`src/rtl/pc_fetch_sequencer.sv`:
```
// Next-PC controller for the ProgramCounter: post-reset hold, sequential fetch, stall, redirect and wrap.
// Optional macro PC_REDIRECT_BUFFER_EN: buffer a redirect that arrives while stalled until the stall lifts.
module pc_fetch_sequencer #(
  parameter logic [31:0] MAX_ADDR    = 32'd248,
  parameter logic [31:0] RESET_VEC   = 32'd0,
  parameter int unsigned HOLD_CYCLES = 1,
  parameter int unsigned CNT_W       = 16
) (
  input  logic             Clock,
  input  logic             Reset,
  input  logic [31:0]      PC,
  input  logic             Stall,
  input  logic             BranchTaken,
  input  logic [31:0]      BranchTarget,
  input  logic             Jump,
  input  logic [31:0]      JumpTarget,
  output logic [31:0]      NewPC,
  output logic             WriteEnable,
  output logic             IFFlush,
  output logic             Wrapped,
  output logic             AlignErr,
  output logic [CNT_W-1:0] RedirectCount,
  output logic [1:0]       fsm_state
);

  typedef enum logic [1:0] {
    S_HOLD  = 2'd0,
    S_RUN   = 2'd1,
    S_STALL = 2'd2
  } state_t;

  localparam logic [3:0] HOLD_INIT = 4'(HOLD_CYCLES);

  state_t      state_q, state_d;
  logic [3:0]  hold_q, hold_d;
  logic        live_redirect;
  logic [31:0] live_target;
  logic        redirect_acc;
  logic [31:0] redir_target;
  logic        do_write;
  logic [31:0] cand;
  logic        wrap_hit;
  logic        align_hit;

`ifdef PC_REDIRECT_BUFFER_EN
  logic        pend_q, pend_d;
  logic [31:0] pend_tgt_q, pend_tgt_d;
`endif

  assign fsm_state = state_q;

  // Handshake: WriteEnable qualifies NewPC in the same cycle; the PC register loads on the next edge.
  always_comb begin
    state_d       = state_q;
    hold_d        = hold_q;
    live_redirect = Jump | BranchTaken;
    live_target   = Jump ? JumpTarget : BranchTarget;
    redirect_acc  = 1'b0;
    redir_target  = 32'd0;
    do_write      = 1'b0;
`ifdef PC_REDIRECT_BUFFER_EN
    pend_d        = pend_q;
    pend_tgt_d    = pend_tgt_q;
`endif
    case (state_q)
      S_HOLD: begin
        if (hold_q <= 4'd1) begin
          hold_d  = 4'd0;
          state_d = S_RUN;
        end else begin
          hold_d = hold_q - 4'd1;
        end
      end
      S_RUN: begin
        if (live_redirect) begin
          redirect_acc = 1'b1;
          redir_target = live_target;
          do_write     = 1'b1;
        end else if (Stall) begin
          state_d = S_STALL;
        end else begin
          do_write = 1'b1;
        end
      end
      S_STALL: begin
`ifdef PC_REDIRECT_BUFFER_EN
        if (Stall) begin
          if (live_redirect) begin
            pend_d     = 1'b1;
            pend_tgt_d = live_target;
          end
        end else begin
          state_d = S_RUN;
          pend_d  = 1'b0;
          // A live redirect in the release cycle supersedes the buffered one.
          if (live_redirect) begin
            redirect_acc = 1'b1;
            redir_target = live_target;
            do_write     = 1'b1;
          end else if (pend_q) begin
            redirect_acc = 1'b1;
            redir_target = pend_tgt_q;
            do_write     = 1'b1;
          end
        end
`else
        if (live_redirect) begin
          redirect_acc = 1'b1;
          redir_target = live_target;
          do_write     = 1'b1;
          state_d      = S_RUN;
        end else if (!Stall) begin
          state_d = S_RUN;
        end
`endif
      end
      default: state_d = S_HOLD;
    endcase

    cand = redirect_acc ? {redir_target[31:2], 2'b00} : PC + 32'd4;
    align_hit = redirect_acc & (redir_target[1:0] != 2'b00);

    WriteEnable = do_write;
    wrap_hit    = 1'b0;
    if (state_q == S_HOLD) begin
      NewPC = RESET_VEC;
    end else if (do_write && (cand > MAX_ADDR)) begin
      NewPC    = RESET_VEC;
      wrap_hit = 1'b1;
    end else if (do_write) begin
      NewPC = cand;
    end else begin
      NewPC = PC;
    end
  end

  always_ff @(posedge Clock or posedge Reset) begin
    if (Reset) begin
      state_q       <= S_HOLD;
      hold_q        <= HOLD_INIT;
      IFFlush       <= 1'b0;
      Wrapped       <= 1'b0;
      AlignErr      <= 1'b0;
      RedirectCount <= '0;
    end else begin
      state_q  <= state_d;
      hold_q   <= hold_d;
      IFFlush  <= redirect_acc;
      Wrapped  <= wrap_hit;
      AlignErr <= AlignErr | align_hit;
      if (redirect_acc && (RedirectCount != {CNT_W{1'b1}}))
        RedirectCount <= RedirectCount + CNT_W'(1);
    end
  end

`ifdef PC_REDIRECT_BUFFER_EN
  always_ff @(posedge Clock or posedge Reset) begin
    if (Reset) begin
      pend_q     <= 1'b0;
      pend_tgt_q <= 32'd0;
    end else begin
      pend_q     <= pend_d;
      pend_tgt_q <= pend_tgt_d;
    end
  end
`endif

endmodule

```
`config.mk`:
```
export PLATFORM = sky130hd
export DESIGN_NAME = pc_fetch_sequencer
export DESIGN_NICKNAME = d
export VERILOG_FILES = /design/src/rtl/pc_fetch_sequencer.sv
export SDC_FILE = /design/constraint.sdc
export NUM_CORES = 1
export LEC_CHECK = 0
export BUFFER_PORTS_ARGS = -buffer_cell sky130_fd_sc_hd__buf_2
export CORE_MARGIN = 2
export CORE_UTILIZATION = 49
export DETAILED_ROUTE_END_ITERATION = 16
export PLACE_DENSITY = 0.89
export SYNTH_ARGS = -nofsm -noshare
export SYNTH_HDL_FRONTEND = slang
export SYNTH_SLANG_ARGS = --single-unit
```
`constraint.sdc`:
```
create_clock -name Clock -period 6 [get_ports Clock]
set_clock_uncertainty 0.05 [all_clocks]
set_input_delay 1.2 -clock Clock [delete_from_list [all_inputs] [get_ports Clock]]
set_output_delay 1.2 -clock Clock [all_outputs]
set_load 0.02 [all_outputs]
```
==> results.cfg <==
[finish]
mostFrequentLayoutCells = buf_2 (154), nand3_1 (31), nand2_1 (29)
antenna_cells = 0
drive_above_1_share_pct = 35.81
instances_no_fill = 567
syn_to_final_growth_pct = 32.59
nFillCells = 456
mostFrequentLayoutCell = buf_2
nets = 608

[critical_path]
path_cells = buf_2 > ha_1 > nand4_2 > nor4_1 > xnor2_1 > a31oi_1 > a221o_1 > nor4_2 > nand2_4 > o31ai_2 > buf_2
reg2reg_to = Wrapped$_DFF_PP0_
critPathKind = input port to primary output
crit_buf_inv = 2
cp_slowest_stage_delay_ns = 0.77
crit_top_cell = buf_2
critical_path_arrival_ns = 4.33
cpLargestDelayFamily = simple AND/OR/NAND/NOR gates
r2r_slack_ns = 3.05
crit_path_max_fanout = 9
cp.required_ns = 4.75
critical_path.startpoint_type = input port
slowest_stage = nor4_1
rr_worst_depth = 10
end_kind = primary output
r2r_start = fsm_state[0]$_DFFE_PP0P_

[power]
comb_power_share_pct = 71.9
p_leak_uw = 0.001729
switchingPower_uw = 669.7
intPower_uw = 560.4
seqPwrFrac_pct = 19.7
swShare_pct = 54.44
powerDensity_nw_per_um2 = 345.2
clkPwrFrac_pct = 8.4
peakVddDrop_uv = 318.5

[clock_network]
clockBufferDepth = 2
clk_pin_slew_ns = 0.09
cts_tree = done
root_buffer = clkbuf_8
postCtsSetupRepairBufs = 0
cts_made_buffers = 3
cts_resized = 0
clkLatencyLatePin_ns = 0.27
cts-htree-levels = 1
clock_sinks = 25
holdBufCountCts = 0

[die]
start_util_pct = 51.63
die_area_um2 = 6093
rows = 26
dieHeight_um = 78.06
fp.dieW_um = 78.06
ioPinCount = 155
core-area_um2 = 5205

[global_route]
grt_pass1_wl_um = 13520
grt_pass1_vias = 3034
track_usage_pct = 26.92
antenna_found_initial = 0
gr-total-overflow = 0
grt_max_degree = 29

[logic_synthesis]
yosysUniqueCellTypes = 61
syn_avg_cell_area_um2 = 7.701
yosysTopAreaCellShare_pct = 22.35
synth-seq-cells = 25
yosysTopAreaCell = dfrtp_1
synth_warnings = 0
syn-instance-count = 349
synth.cell_area_um2 = 2688
async_reset_ff_share_pct = 100.0
synth.area.top_cells = dfrtp_1 (22%), xnor2_1 (6.5%), nand3_1 (5.8%)
synth-seq-area-share_pct = 23.32
synth-edff-count = 0
synthFlopType = dfrtp_1
syn-num-nets = 459

[route]
drt_iter0_drc = 208
routed_wl_um = 8596
drt_pass1_iterations = 5
drc = 0
via_per_inst = 5.871
vias = 3329
drtAntennaViolNets = 0
post_drt_wl_per_cell_um = 15.16

[timing]
maxSlewHeadroom_pct = 38.38
worst_pin_slew_ns = 0.9233
timing.final.crit_share_pct = 93.01
period_minus_slack_ns = 5.580
setup_tns_ns = 0
rsz0062_at_grt = no
hold_viol = 0
finalSetupViolCount = 0
drv_slew = 0
fmaxAchievable_mhz = 179.2

[min_path]
hold_start = RedirectCount[15]$_DFFE_PP0P_
hold_depth = 1
hp-class = register to register
hold_path_end = RedirectCount[15]$_DFFE_PP0P_

[job]
maxCapViolations = 0

[run_status]
outcome = complete, no violations

[placed_design]
post-dp-hpwl_um = 6897
place_inst = 563
place.gp.congestion = 0.9654
port-buffer-count = 154
## cells by family (layout without fill, tap and decap cells)
logic type | count (synthesis) | after routing | synth area share (%)
xor+xnor | 31 | 31 | 10.10
flops | 25 | 25 | 23.32
compound gates | 63 | 63 | 15.92
fa+ha+maj | 9 | 9 | 4.190
simple gates | 183 | 183 | 38.41
buf+inv | 27 | 175 | 3.817
mux | 11 | 11 | 4.237
## per-layer routing
metal,share of wire [%],GRT usage [%],routed length [um],vias to the layer above
met1,42,34.32,3575,1566
met2,50,48.45,4257,182
li1,-,-,-,1577
met4,0.42,3.509,36,0
met3,8.5,5.172,728,4
met5,0,0,0,-
## worst max path at each step
stage                      from  endpoint  cells after the start
after floorplan           PC[2]  NewPC[2]                      9
after global placement    PC[2]  NewPC[4]                     11
after detailed placement  PC[2]  NewPC[4]                     11
after CTS                 PC[2]  NewPC[4]                     11
after global routing      PC[2]  NewPC[4]                     11
final                     PC[2]  NewPC[4]                     11
## per-stage QoR
step	hold slack (ns)	util [%]	setup WS, ns	power, uW	cell area [um2]
2_1_floorplan	0.4241	-	0.9885	836.3	2688
3_3_place_gp	0.3894	67.52	0.6393	1100	3515
3_5_place_dp	0.4317	67.52	0.5154	1120	3515
4_1_cts	0.4485	68.46	0.4769	1226	3563
5_1_grt	0.4666	68.46	0.1852	1320	3563
6_report	0.4497	68.46	0.4196	1230	3563
## registers in the layout, indices dropped and copies added, names as in the netlist
signal,cells
RedirectCount,16
hold_q,4
fsm_state,2
AlignErr,1
IFFlush,1
Wrapped,1
## area by class of cell
class / count / area, um2 / share of cell area, %
Tap cell: 70 / 87.58 / 2.458
Multi-Input combinational cell: 297 / 1958 / 54.95
Inverter: 15 / 56.30 / 1.580
Clock buffer: 3 / 41.29 / 1.159
Timing Repair Buffer: 156 / 785.8 / 22.05
Clock inverter: 1 / 7.507 / 0.2107
Sequential cell: 25 / 626.9 / 17.59
## synthesized netlist by cell type (4+ instances only)
cell type	n
and3_1	6
ha_1	9
a31oi_1	5
nand2_1	29
nor3_1	18
o21ai_1	4
nor4_1	16
clkbuf_1	9
o21ai_0	11
and2_1	23
dfrtp_1	24
xnor2_1	20
nand4_1	10
xor2_1	11
nor2_1	25
nand3_1	31
nor2b_1	4
mux2i_1	8
inv_1	14
a21oi_1	13
## power by group through the flow
stage | clock network (uW) | logic, uW | registers, uW
finish | 103 | 885 | 242
global route | 113 | 959 | 247
CTS | 105 | 880 | 241
detailed placement | 0 | 875 | 245
global placement | 0 | 857 | 242
floorplan | 0 | 556 | 280
Power figures use the tool's default switching activity.
